--- src/rtl/mips_pkg.sv ---
// Shared definitions for the MIPS-32 pipeline: widths, ALU op classes and
// the packed control word carried between stages.
package mips_pkg;

    localparam int DATA_W     = 32;
    localparam int REG_ADDR_W = 5;

    // ALU operation class produced by the main decoder
    localparam logic [1:0] ALU_OP_ADD   = 2'b00;  // loads/stores, address add
    localparam logic [1:0] ALU_OP_SUB   = 2'b01;  // branch compare
    localparam logic [1:0] ALU_OP_RTYPE = 2'b10;  // decode Funct field

    // Decoded control word: seven side-effect bits plus the ALU op class
    typedef struct packed {
        logic       reg_write;
        logic       memto_reg;
        logic       branch;
        logic       mem_read;
        logic       mem_write;
        logic       reg_dst;
        logic       alu_src;
        logic [1:0] alu_op;
    } ctrl_t;

    localparam ctrl_t CTRL_NOP = '0;

    // An invalid instruction must not write registers, memory or redirect
    // the PC, so the seven side-effect bits are cleared; the ALU op class is
    // harmless and passes through unchanged.
    function automatic ctrl_t gate_ctrl(input ctrl_t c, input logic valid);
        ctrl_t g;
        g = c;
        if (!valid) begin
            g           = CTRL_NOP;
            g.alu_op    = c.alu_op;
        end
        return g;
    endfunction

endpackage

--- src/rtl/id_ex_pipe_reg_if.sv ---
// ID/EX boundary bundle: ID-side inputs, hazard controls and EX-side outputs.
// master = ID stage / hazard unit side, slave = the pipeline register.
interface id_ex_pipe_reg_if;
    import mips_pkg::*;

    logic                  hold;
    logic                  flush;

    logic                  id_valid;
    logic                  id_RegWrite;
    logic                  id_MemtoReg;
    logic                  id_Branch;
    logic                  id_MemRead;
    logic                  id_MemWrite;
    logic                  id_RegDst;
    logic                  id_ALUSrc;
    logic                  id_ALU_Op1;
    logic                  id_ALU_Op2;
    logic [DATA_W-1:0]     id_pc4;
    logic [DATA_W-1:0]     id_rd1;
    logic [DATA_W-1:0]     id_rd2;
    logic [DATA_W-1:0]     id_imm;
    logic [REG_ADDR_W-1:0] id_rs;
    logic [REG_ADDR_W-1:0] id_rt;
    logic [REG_ADDR_W-1:0] id_rd;

    logic                  ex_valid;
    logic                  ex_RegWrite;
    logic                  ex_MemtoReg;
    logic                  ex_Branch;
    logic                  ex_MemRead;
    logic                  ex_MemWrite;
    logic                  ex_RegDst;
    logic                  ex_ALUSrc;
    logic                  ALU_Op1;
    logic                  ALU_Op2;
    logic [5:0]            Funct;
    logic [DATA_W-1:0]     ex_pc4;
    logic [DATA_W-1:0]     ex_rd1;
    logic [DATA_W-1:0]     ex_rd2;
    logic [DATA_W-1:0]     ex_imm;
    logic [REG_ADDR_W-1:0] ex_rs;
    logic [REG_ADDR_W-1:0] ex_rt;
    logic [REG_ADDR_W-1:0] ex_rd;

    modport master (
        output hold, flush, id_valid,
               id_RegWrite, id_MemtoReg, id_Branch, id_MemRead, id_MemWrite,
               id_RegDst, id_ALUSrc, id_ALU_Op1, id_ALU_Op2,
               id_pc4, id_rd1, id_rd2, id_imm, id_rs, id_rt, id_rd,
        input  ex_valid,
               ex_RegWrite, ex_MemtoReg, ex_Branch, ex_MemRead, ex_MemWrite,
               ex_RegDst, ex_ALUSrc, ALU_Op1, ALU_Op2, Funct,
               ex_pc4, ex_rd1, ex_rd2, ex_imm, ex_rs, ex_rt, ex_rd
    );

    modport slave (
        input  hold, flush, id_valid,
               id_RegWrite, id_MemtoReg, id_Branch, id_MemRead, id_MemWrite,
               id_RegDst, id_ALUSrc, id_ALU_Op1, id_ALU_Op2,
               id_pc4, id_rd1, id_rd2, id_imm, id_rs, id_rt, id_rd,
        output ex_valid,
               ex_RegWrite, ex_MemtoReg, ex_Branch, ex_MemRead, ex_MemWrite,
               ex_RegDst, ex_ALUSrc, ALU_Op1, ALU_Op2, Funct,
               ex_pc4, ex_rd1, ex_rd2, ex_imm, ex_rs, ex_rt, ex_rd
    );

endinterface

--- src/rtl/pipe_field_reg.sv ---
// Generic pipeline field register: async clear, flush-to-zero (bubble),
// hold (stall) and otherwise load. Flush beats hold.
module pipe_field_reg #(
    parameter int W = 1
) (
    input  logic         clk,
    input  logic         reset,
    input  logic         hold,
    input  logic         flush,
    input  logic [W-1:0] d,
    output logic [W-1:0] q
);

    // Field storage with priority reset > flush > hold > load
    always_ff @(posedge clk or posedge reset) begin
        if (reset) begin
            q <= '0;
        end else if (flush) begin
            q <= '0;
        end else if (!hold) begin
            q <= d;
        end
    end

endmodule

--- src/rtl/id_ex_pipe_reg.sv ---
// ID/EX pipeline register of the 5-stage MIPS-32 core. Three field groups
// (control+valid, data, register specifiers) share the same hold/flush
// behaviour; Funct is taken straight from the registered immediate.
module id_ex_pipe_reg
    import mips_pkg::*;
(
    input  logic            clk,
    input  logic            reset,
    id_ex_pipe_reg_if.slave bus
);

    localparam int CTRL_W = 1 + $bits(ctrl_t);
    localparam int DATA_GRP_W = 4 * DATA_W;
    localparam int SPEC_GRP_W = 3 * REG_ADDR_W;

    ctrl_t                 id_ctrl_raw;
    ctrl_t                 id_ctrl;
    ctrl_t                 ex_ctrl;
    logic                  ex_valid_q;
    logic [CTRL_W-1:0]     ctrl_q;
    logic [DATA_GRP_W-1:0] data_q;
    logic [SPEC_GRP_W-1:0] spec_q;

    // Assemble the decoded control word and suppress side effects of bubbles
    always_comb begin
        id_ctrl_raw           = CTRL_NOP;
        id_ctrl_raw.reg_write = bus.id_RegWrite;
        id_ctrl_raw.memto_reg = bus.id_MemtoReg;
        id_ctrl_raw.branch    = bus.id_Branch;
        id_ctrl_raw.mem_read  = bus.id_MemRead;
        id_ctrl_raw.mem_write = bus.id_MemWrite;
        id_ctrl_raw.reg_dst   = bus.id_RegDst;
        id_ctrl_raw.alu_src   = bus.id_ALUSrc;
        id_ctrl_raw.alu_op    = {bus.id_ALU_Op1, bus.id_ALU_Op2};
        id_ctrl               = gate_ctrl(id_ctrl_raw, bus.id_valid);
    end

    pipe_field_reg #(.W(CTRL_W)) u_ctrl_reg (
        .clk   (clk),
        .reset (reset),
        .hold  (bus.hold),
        .flush (bus.flush),
        .d     ({bus.id_valid, id_ctrl}),
        .q     (ctrl_q)
    );

    pipe_field_reg #(.W(DATA_GRP_W)) u_data_reg (
        .clk   (clk),
        .reset (reset),
        .hold  (bus.hold),
        .flush (bus.flush),
        .d     ({bus.id_pc4, bus.id_rd1, bus.id_rd2, bus.id_imm}),
        .q     (data_q)
    );

    pipe_field_reg #(.W(SPEC_GRP_W)) u_spec_reg (
        .clk   (clk),
        .reset (reset),
        .hold  (bus.hold),
        .flush (bus.flush),
        .d     ({bus.id_rs, bus.id_rt, bus.id_rd}),
        .q     (spec_q)
    );

    assign ex_valid_q = ctrl_q[CTRL_W-1];
    assign ex_ctrl    = ctrl_t'(ctrl_q[CTRL_W-2:0]);

    assign bus.ex_valid    = ex_valid_q;
    assign bus.ex_RegWrite = ex_ctrl.reg_write;
    assign bus.ex_MemtoReg = ex_ctrl.memto_reg;
    assign bus.ex_Branch   = ex_ctrl.branch;
    assign bus.ex_MemRead  = ex_ctrl.mem_read;
    assign bus.ex_MemWrite = ex_ctrl.mem_write;
    assign bus.ex_RegDst   = ex_ctrl.reg_dst;
    assign bus.ex_ALUSrc   = ex_ctrl.alu_src;
    assign bus.ALU_Op1     = ex_ctrl.alu_op[1];
    assign bus.ALU_Op2     = ex_ctrl.alu_op[0];

    assign bus.ex_pc4 = data_q[4*DATA_W-1:3*DATA_W];
    assign bus.ex_rd1 = data_q[3*DATA_W-1:2*DATA_W];
    assign bus.ex_rd2 = data_q[2*DATA_W-1:DATA_W];
    assign bus.ex_imm = data_q[DATA_W-1:0];
    assign bus.Funct  = data_q[5:0];

    assign bus.ex_rs = spec_q[3*REG_ADDR_W-1:2*REG_ADDR_W];
    assign bus.ex_rt = spec_q[2*REG_ADDR_W-1:REG_ADDR_W];
    assign bus.ex_rd = spec_q[REG_ADDR_W-1:0];

endmodule

--- src/flat_wrapper.sv ---
// flat-port wrapper written by rule: the top's interface ports become plain ports
module id_ex_pipe_reg_flat import mips_pkg::*;
  (clk, reset, bus_hold, bus_flush, bus_id_valid, bus_id_RegWrite, bus_id_MemtoReg, bus_id_Branch, bus_id_MemRead, bus_id_MemWrite, bus_id_RegDst, bus_id_ALUSrc, bus_id_ALU_Op1, bus_id_ALU_Op2, bus_id_pc4, bus_id_rd1, bus_id_rd2, bus_id_imm, bus_id_rs, bus_id_rt, bus_id_rd, bus_ex_valid, bus_ex_RegWrite, bus_ex_MemtoReg, bus_ex_Branch, bus_ex_MemRead, bus_ex_MemWrite, bus_ex_RegDst, bus_ex_ALUSrc, bus_ALU_Op1, bus_ALU_Op2, bus_Funct, bus_ex_pc4, bus_ex_rd1, bus_ex_rd2, bus_ex_imm, bus_ex_rs, bus_ex_rt, bus_ex_rd);
  id_ex_pipe_reg_if bus_i ();
  input  logic clk;
  input  logic reset;
  input wire logic [$bits(bus_i.hold)-1:0] bus_hold;
  input wire logic [$bits(bus_i.flush)-1:0] bus_flush;
  input wire logic [$bits(bus_i.id_valid)-1:0] bus_id_valid;
  input wire logic [$bits(bus_i.id_RegWrite)-1:0] bus_id_RegWrite;
  input wire logic [$bits(bus_i.id_MemtoReg)-1:0] bus_id_MemtoReg;
  input wire logic [$bits(bus_i.id_Branch)-1:0] bus_id_Branch;
  input wire logic [$bits(bus_i.id_MemRead)-1:0] bus_id_MemRead;
  input wire logic [$bits(bus_i.id_MemWrite)-1:0] bus_id_MemWrite;
  input wire logic [$bits(bus_i.id_RegDst)-1:0] bus_id_RegDst;
  input wire logic [$bits(bus_i.id_ALUSrc)-1:0] bus_id_ALUSrc;
  input wire logic [$bits(bus_i.id_ALU_Op1)-1:0] bus_id_ALU_Op1;
  input wire logic [$bits(bus_i.id_ALU_Op2)-1:0] bus_id_ALU_Op2;
  input wire logic [$bits(bus_i.id_pc4)-1:0] bus_id_pc4;
  input wire logic [$bits(bus_i.id_rd1)-1:0] bus_id_rd1;
  input wire logic [$bits(bus_i.id_rd2)-1:0] bus_id_rd2;
  input wire logic [$bits(bus_i.id_imm)-1:0] bus_id_imm;
  input wire logic [$bits(bus_i.id_rs)-1:0] bus_id_rs;
  input wire logic [$bits(bus_i.id_rt)-1:0] bus_id_rt;
  input wire logic [$bits(bus_i.id_rd)-1:0] bus_id_rd;
  output wire logic [$bits(bus_i.ex_valid)-1:0] bus_ex_valid;
  output wire logic [$bits(bus_i.ex_RegWrite)-1:0] bus_ex_RegWrite;
  output wire logic [$bits(bus_i.ex_MemtoReg)-1:0] bus_ex_MemtoReg;
  output wire logic [$bits(bus_i.ex_Branch)-1:0] bus_ex_Branch;
  output wire logic [$bits(bus_i.ex_MemRead)-1:0] bus_ex_MemRead;
  output wire logic [$bits(bus_i.ex_MemWrite)-1:0] bus_ex_MemWrite;
  output wire logic [$bits(bus_i.ex_RegDst)-1:0] bus_ex_RegDst;
  output wire logic [$bits(bus_i.ex_ALUSrc)-1:0] bus_ex_ALUSrc;
  output wire logic [$bits(bus_i.ALU_Op1)-1:0] bus_ALU_Op1;
  output wire logic [$bits(bus_i.ALU_Op2)-1:0] bus_ALU_Op2;
  output wire logic [$bits(bus_i.Funct)-1:0] bus_Funct;
  output wire logic [$bits(bus_i.ex_pc4)-1:0] bus_ex_pc4;
  output wire logic [$bits(bus_i.ex_rd1)-1:0] bus_ex_rd1;
  output wire logic [$bits(bus_i.ex_rd2)-1:0] bus_ex_rd2;
  output wire logic [$bits(bus_i.ex_imm)-1:0] bus_ex_imm;
  output wire logic [$bits(bus_i.ex_rs)-1:0] bus_ex_rs;
  output wire logic [$bits(bus_i.ex_rt)-1:0] bus_ex_rt;
  output wire logic [$bits(bus_i.ex_rd)-1:0] bus_ex_rd;
  assign bus_i.hold = bus_hold;
  assign bus_i.flush = bus_flush;
  assign bus_i.id_valid = bus_id_valid;
  assign bus_i.id_RegWrite = bus_id_RegWrite;
  assign bus_i.id_MemtoReg = bus_id_MemtoReg;
  assign bus_i.id_Branch = bus_id_Branch;
  assign bus_i.id_MemRead = bus_id_MemRead;
  assign bus_i.id_MemWrite = bus_id_MemWrite;
  assign bus_i.id_RegDst = bus_id_RegDst;
  assign bus_i.id_ALUSrc = bus_id_ALUSrc;
  assign bus_i.id_ALU_Op1 = bus_id_ALU_Op1;
  assign bus_i.id_ALU_Op2 = bus_id_ALU_Op2;
  assign bus_i.id_pc4 = bus_id_pc4;
  assign bus_i.id_rd1 = bus_id_rd1;
  assign bus_i.id_rd2 = bus_id_rd2;
  assign bus_i.id_imm = bus_id_imm;
  assign bus_i.id_rs = bus_id_rs;
  assign bus_i.id_rt = bus_id_rt;
  assign bus_i.id_rd = bus_id_rd;
  assign bus_ex_valid = bus_i.ex_valid;
  assign bus_ex_RegWrite = bus_i.ex_RegWrite;
  assign bus_ex_MemtoReg = bus_i.ex_MemtoReg;
  assign bus_ex_Branch = bus_i.ex_Branch;
  assign bus_ex_MemRead = bus_i.ex_MemRead;
  assign bus_ex_MemWrite = bus_i.ex_MemWrite;
  assign bus_ex_RegDst = bus_i.ex_RegDst;
  assign bus_ex_ALUSrc = bus_i.ex_ALUSrc;
  assign bus_ALU_Op1 = bus_i.ALU_Op1;
  assign bus_ALU_Op2 = bus_i.ALU_Op2;
  assign bus_Funct = bus_i.Funct;
  assign bus_ex_pc4 = bus_i.ex_pc4;
  assign bus_ex_rd1 = bus_i.ex_rd1;
  assign bus_ex_rd2 = bus_i.ex_rd2;
  assign bus_ex_imm = bus_i.ex_imm;
  assign bus_ex_rs = bus_i.ex_rs;
  assign bus_ex_rt = bus_i.ex_rt;
  assign bus_ex_rd = bus_i.ex_rd;
  id_ex_pipe_reg u_core (.clk(clk), .reset(reset), .bus(bus_i));
endmodule
--- config.mk ---
export PLATFORM = sky130hd
export DESIGN_NAME = id_ex_pipe_reg_flat
export DESIGN_NICKNAME = d
export VERILOG_FILES = /design/src/rtl/mips_pkg.sv /design/src/rtl/id_ex_pipe_reg_if.sv /design/src/rtl/pipe_field_reg.sv /design/src/rtl/id_ex_pipe_reg.sv /design/src/flat_wrapper.sv
export SDC_FILE = /design/constraint.sdc
export NUM_CORES = 1
export LEC_CHECK = 0
export ABC_CLOCK_PERIOD_IN_PS = 5000
export CORE_ASPECT_RATIO = 1.5
export CORE_UTILIZATION = 36
export CTS_CLUSTER_DIAMETER = 60
export CTS_CLUSTER_SIZE = 10
export DETAILED_ROUTE_END_ITERATION = 8
export PLACE_DENSITY_LB_ADDON = 0.12
export REMOVE_ABC_BUFFERS = 1
export SLEW_MARGIN = 20
export SYNTH_ARGS = -nofsm -noshare
export SYNTH_HDL_FRONTEND = slang
export SYNTH_SLANG_ARGS = --single-unit
--- constraint.sdc ---
create_clock -name clk -period 5 [get_ports clk]
set_input_delay 1.25 -clock clk [delete_from_list [all_inputs] [get_ports clk]]
set_output_delay 1.25 -clock clk [all_outputs]
set_load 0.02 [all_outputs]
==> summary.md, run 1 <==
| Metric | Value |
|---|---|
| Delay-heaviest family, CP | buffers and inverters |
| Hold Startpoint | u_core.u_ctrl_reg.q[2] |
| DRC viols | 0 |
| Total track usage | 19.9% |
| Placement Cell Area | 9410 sq um |
| Internal reg-to-reg setup slack | 4230 ps |
| Starting Density | a little under two fifths |
| Post-synth EDFFs | 0 |
| CP startpoint kind | flop |
| Setup TNS | 0 ps |
| Total core area | 16900 sq um |
| Crit path cell chain | clkdlybuf4s50_1 |
| Register area share after synthesis | 61.2% |
| Initial DRC count | between 150 and 200 |
| WL per Instance | 17.3 um |
| # IOs | 316 |
| FILL cells | 1495 |
| Crit Reg-Reg Startpoint | u_core.u_data_reg.q[104] |
| Post-layout util | around three fifths |
| Min Tclk post-route | roughly 2700 ps |
| Non-filler cells, final | 1023 |
| H-tree levels | 4 |
| Run status | completed |
| Syn Area/Cell | roughly 13 sq um |
| Commonest non-fill, non-tap cells in the layout | 313 x clkdlybuf4s50_1, 153 x dfrtp_1, 147 x nor2_1, 146 x mux2i_1, 17 x clkbuf_16 |
| Final setup vio count | 0 |
| Ys flop type | dfrtp_1 |
| Crit path max fanout | 2 |
| Area delta synth->final | 59.6% |
| Bufs and invs on worst path | 1 |
| Gr ovfl total | 0 |
| Worst Path Arrival | roughly 1400 ps |
| Pin count of the biggest net entering global routing | 104 |
| Reg2Reg Depth | 2 |
| DRT antenna net count | 0 |
| Dpl cells | slightly below 1000 |
| Die W | 110 um |
| Post-route cell area | ~10000 sq um |
| Critical-path top delay cell | clkdlybuf4s50_1 |
| Cts repair resizes | 0 |
| TritonCTS buffer count | 17 |
| RSZ-0062 raised after global routing | false |
| Dominant cells by area after synthesis | dfrtp_1 61%, mux2i_1 23%, nor2_1 8.8% |
| Fmax | ~370 MHz |
| WL final | around 18000 um |
| Clock Latency Late Sink | 410 ps |
| Layout cells sized above 1 | 4.69% |
| Slew headroom | 38.7% |
| Clock transition at the registers of the reported paths | 60 ps |
| Synth area leader | dfrtp_1 |
| Die H | 164 um |
| CP endpoint kind | output port |
| Clock buffer depth | 2 |
| Cell variety after synth | 14 |
| Power Density | 316 nW/um^2 |
| Clock root cell | clkbuf_16 |
| Die Footprint | 17900 sq um |
| DRT Pass-1 Iters | 4 |
| Hold Path Sink | u_core.u_ctrl_reg.q[2] |
| Worst R2R End | u_core.u_data_reg.q[104] |
| Clk sinks | 153 |
| Initial antenna violation count | 3 |
| Final Net Count | around 960 |
| Via-to-Cell Ratio | 4.73 |
| Yosys warning count | 0 |
| First-pass GRT wire length | 26800 um |
| Vias in the first global route | 5223 |
| Synth Cell Area | 6260 sq um |
| Final Wtd Congestion | 0.756 |
| Worst vdd ir | 0.236 mV |
| Final HPWL DP | between 10000 and 15000 um |
| Part of the cycle the worst path needs | 53.7% |
| Post-CTS setup buffers | 0 |
| Slew @ Worst Pin | 920 ps |
| Hold_buf cts | 0 |
| CTS tree | yes |
| P_leak | 4.67 nW |
| Commonest non-fill, non-tap cell in the layout | clkdlybuf4s50_1 |
| Clk_skew | 0 ps |
| Asr flop ratio synth | 100% |
| Critical setup path kind | flop to output port |
| Synth Instances | 500 |
| Maxcap violations | 0 |
| # port buffers | 315 |
| CP max stage delay | 680 ps |
| Num rows | 58 |
| Synthesis-stage register bit count | around 150 |
| Max-slew violation count | 0 |
| WHS Path Cells | 1 |
| Worst path required time | 3750 ps |
| Detailed-route via count | around 4800 |
| Endpoints failing hold | 0 |
| Post-synth top area share | 61.2% |
| Class of the worst hold path | flop to flop |
==> area by class of cell <==
class / count / area, sq um / share of cell area, %
antenna: 2 / 5.00 / 0.0501
clock buffer: 19 / 433 / 4.33
clock inverter: 12 / 141 / 1.41
inverter: 1 / 8.76 / 0.0876
multi-input combinational: 305 / 2100 / 21.0
sequential: 153 / 3830 / 38.3
tap: 210 / 263 / 2.63
timing repair buffer: 321 / 3210 / 32.1
==> routing by layer <==
layer | vias to the layer above | routed length [um] | part of all wire [%] | track usage, %
li1 | 2248 | - | - | -
met2 | 192 | 9490 | 54 | 36.6
met5 | - | 12 | 0.068 | 0
met4 | 2 | 632 | 3.6 | 9.64
met1 | 2356 | 6260 | 35 | 20.3
met3 | 36 | 1300 | 7.3 | 5.63
==> synth_stat cells, types with 2 or more instances <==
master	number
buf_4	11
clkbuf_1	4
nor2_1	147
buf_6	3
mux2i_1	146
nand2_1	2
a32o_1	5
dfrtp_1	153
buf_2	15
buf_8	8
a21oi_1	2
nand3b_1	2
==> worst reg2reg max path, delay by kind of cell, from the launching register on <==
family | cells | cell delay, ps
multiplexers | 1 | 190
AND/OR/NAND/NOR | 1 | 60
flip-flops | 1 | 380
==> how the worst max path moves through the flow <==
stage	startpoint	endpoint	slack, ps	depth (start not counted)
4_1_cts	u_core.u_spec_reg.q[7]	bus_ex_rt[2]	2310	1
3_3_place_gp	bus_hold	u_core.u_data_reg.q[24]	2140	4
3_5_place_dp	bus_hold	u_core.u_data_reg.q[6]	2110	4
2_1_floorplan	reset	u_core.u_ctrl_reg.q[0]	-370	1
6_report	u_core.u_spec_reg.q[7]	bus_ex_rt[2]	2320	1
5_1_grt	u_core.u_data_reg.q[0]	bus_Funct[0]	2270	1
==> metrics by stage <==
step                      power, W  hold WS [ps]  setup WS (ps)
after detailed placement   0.00194           491           2110
final                      0.00316           498           2320
after global placement     0.00193           482           2140
after floorplan            0.00158           609           -371
after CTS                  0.00320           504           2310
after global routing       0.00329           508           2270
==> report_power, final <==
part	total, W	leakage [nW]	internal (W)	switching [W]
clock	0.00125	0.263	0.000739	0.000513
sequential	0.00135	2.03	0.00131	0.0000383
combinational	0.000565	2.37	0.000300	0.000265
total	0.00316	4.67	0.00235	0.000817
==> registers in the layout (all words and copies together) (netlist names) <==
name	count
u_core.u_ctrl_reg.q	10
u_core.u_data_reg.q	128
u_core.u_spec_reg.q	15
==> kinds of logic after synthesis <==
logic type      after synthesis  synth area share, %
simple gates                152                 9.27
compound gates                7                0.959
buf+inv                      42                 5.28
flops                       153                 61.2
mux                         146                 23.3
Note: power is estimated with default switching activity, not from simulation.
==> inputs of run 2 (changes only) <==
ABC_CLOCK_PERIOD_IN_PS = 2500   (was 5000)
CORE_UTILIZATION = 38   (was 36)
clock period = 2.5 ns   (was 5 ns; I/O delays follow)
==> summary.md, run 2 (synthesized netlist as in run 1, its figures left out) <==
| Metric | Value |
|---|---|
| Run status | completed |
| Slew @ Worst Pin | approximately 500 ps |
| Starting Density | 38.7% |
| Clock Latency Late Sink | 420 ps |
| Commonest non-fill, non-tap cells in the layout | 313 x clkdlybuf4s50_1, 153 x dfrtp_1, 147 x nor2_1, 146 x mux2i_1, 17 x clkbuf_16 |
| Fmax | 485 MHz |
| Final Wtd Congestion | 0.755 |
| DRC viols | 0 |
| Final setup vio count | 0 |
| Psw | 0.00164 W |
| Worst R2R End | u_core.u_data_reg.q[106] |
| Worst path required time | about 1900 ps |
| Slew headroom | 67.5% |
| WL per Instance | ~18 um |
| Area delta synth->final | 62.3% |
| Area occupied by multi-input gates | between 2000 and 2500 sq um |
| Part of the power in registers | roughly two fifths |
| Placement Cell Area | 9530 sq um |
| Clock transition at the registers of the reported paths | 60 ps |
| FILL cells | 1311 |
| Endpoints failing hold | 0 |
| Comb power frac | 17.3% |
| Commonest non-fill, non-tap cell in the layout | clkdlybuf4s50_1 |
| CP startpoint kind | flop |
| Total track usage | approximately 22% |
| # port buffers | 315 |
| Layout cells sized above 1 | 5.62% |
| Critical-path top delay cell | clkdlybuf4s50_1 |
| Initial DRC count | 183 |
| # IOs | 316 |
| Class of the worst hold path | flop to flop |
| DRT antenna net count | 0 |
| Hold Path Sink | u_core.u_ctrl_reg.q[4] |
| Post-route cell area | 10200 sq um |
| Die H | roughly 160 um |
| First-pass GRT wire length | between 20000 and 30000 um |
| Internal reg-to-reg setup slack | around 1700 ps |
| DRT Pass-1 Iters | 5 |
| Dpl cells | 994 |
| Clk sinks | 153 |
| Clk_skew | 0 ps |
| Switching Fraction | 24.7% |
| Reg with most FFs | u_core.u_data_reg.q |
| Register area | 3830 sq um |
| Internal power | between 0.004 and 0.005 W |
| Inserted Diodes | 0 |
| Reg2Reg Depth | 2 |
| Hold_buf cts | 0 |
| Power Density | 653 nW/um^2 |
| P_leak | 4.78 nW |
| Post-CTS setup buffers | 0 |
| WHS Path Cells | 1 |
| H-tree levels | 4 |
| Num rows | 57 |
| Vias in the first global route | between 5000 and 6000 |
| TritonCTS buffer count | 17 |
| Non-filler cells, final | 1024 |
| Max reg flops | 128 |
| Total core area | 16200 sq um |
| Part of the cycle the worst path needs | 82.4% |
| Die W | 107 um |
| Post-layout util | 62.8% |
| Clock root cell | clkbuf_16 |
| Top Registers | u_core.u_data_reg.q (128), u_core.u_spec_reg.q (15), u_core.u_ctrl_reg.q (10) |
| Initial antenna violation count | 0 |
| Detailed-route via count | ~5000 |
| RSZ-0062 raised after global routing | false |
| Worst Path Arrival | 1440 ps |
| Final Net Count | 964 |
| Crit path max fanout | 2 |
| Clock share of power | a little over two fifths |
| Delay-heaviest family, CP | buffers and inverters |
| Maxcap violations | 0 |
| Max-slew violation count | 0 |
| CTS tree | yes |
| Min Tclk post-route | 2060 ps |
| Final HPWL DP | 13500 um |
| Die Footprint | 17000 sq um |
| Cts repair resizes | 0 |
| Crit path cell chain | clkdlybuf4s50_1 |
| Via-to-Cell Ratio | 4.77 |
| CP max stage delay | between 600 and 700 ps |
| Hold Startpoint | u_core.u_ctrl_reg.q[4] |
| Critical setup path kind | flop to output port |
| Pin count of the biggest net entering global routing | between 70 and 80 |
| Crit Reg-Reg Startpoint | u_core.u_data_reg.q[106] |
| Clock buffer depth | 2 |
| Worst vdd ir | 0.371 mV |
| Gr ovfl total | 0 |
| Bufs and invs on worst path | 1 |
| CP endpoint kind | output port |
| WL final | approximately 18000 um |
-- run 2: per-layer routing --
metal  global-route usage, %  vias to the layer above  wire (um)
met3                    5.94                       35       1140
met4                    11.0                        0        627
li1                        -                     2260          -
met5                       0                        -          0
met2                    40.8                      195      10000
met1                    22.5                     2390       6340
-- run 2: worst max path at each step --
stage | from | to | slack (ps) | cells past startpoint
2_1_floorplan | reset | u_core.u_ctrl_reg.q[0] | -2250 | 1
3_3_place_gp | bus_hold | u_core.u_ctrl_reg.q[2] | 730 | 3
3_5_place_dp | bus_hold | u_core.u_data_reg.q[5] | 690 | 4
4_1_cts | u_core.u_data_reg.q[101] | bus_ex_pc4[5] | 410 | 1
5_1_grt | u_core.u_data_reg.q[101] | bus_ex_pc4[5] | 400 | 1
6_report | u_core.u_data_reg.q[101] | bus_ex_pc4[5] | 440 | 1
-- run 2: area by class of cell --
cell class                 count  area share (%)
clock inverter                12            1.97
multi-input combinational    305            20.7
sequential                   153            37.7
clock buffer                  18            4.22
inverter                       1          0.0862
tap                          206            2.54
timing repair buffer         329            32.8
-- run 2: stage by stage --
| step | power, W | hold WS [ps] | setup TNS [ps] | worst slack [ps] |
|---|---|---|---|---|
| after CTS | 0.00670 | 507 | 0 | 412 |
| after global routing | 0.00689 | 520 | 0 | 395 |
| after global placement | 0.00387 | 478 | 0 | 731 |
| after detailed placement | 0.00390 | 493 | 0 | 693 |
| after floorplan | 0.00315 | 609 | -343710 | -2250 |
| final | 0.00663 | 501 | 0 | 439 |
-- run 2: power by group through the flow --
stage / clock (W) / combinational, W / sequential, W
2_1_floorplan: 0 / 0.000243 / 0.00291
3_3_place_gp: 0 / 0.00114 / 0.00273
3_5_place_dp: 0 / 0.00116 / 0.00274
4_1_cts: 0.00284 / 0.00117 / 0.00269
5_1_grt: 0.00296 / 0.00123 / 0.00271
6_report: 0.00279 / 0.00115 / 0.00269
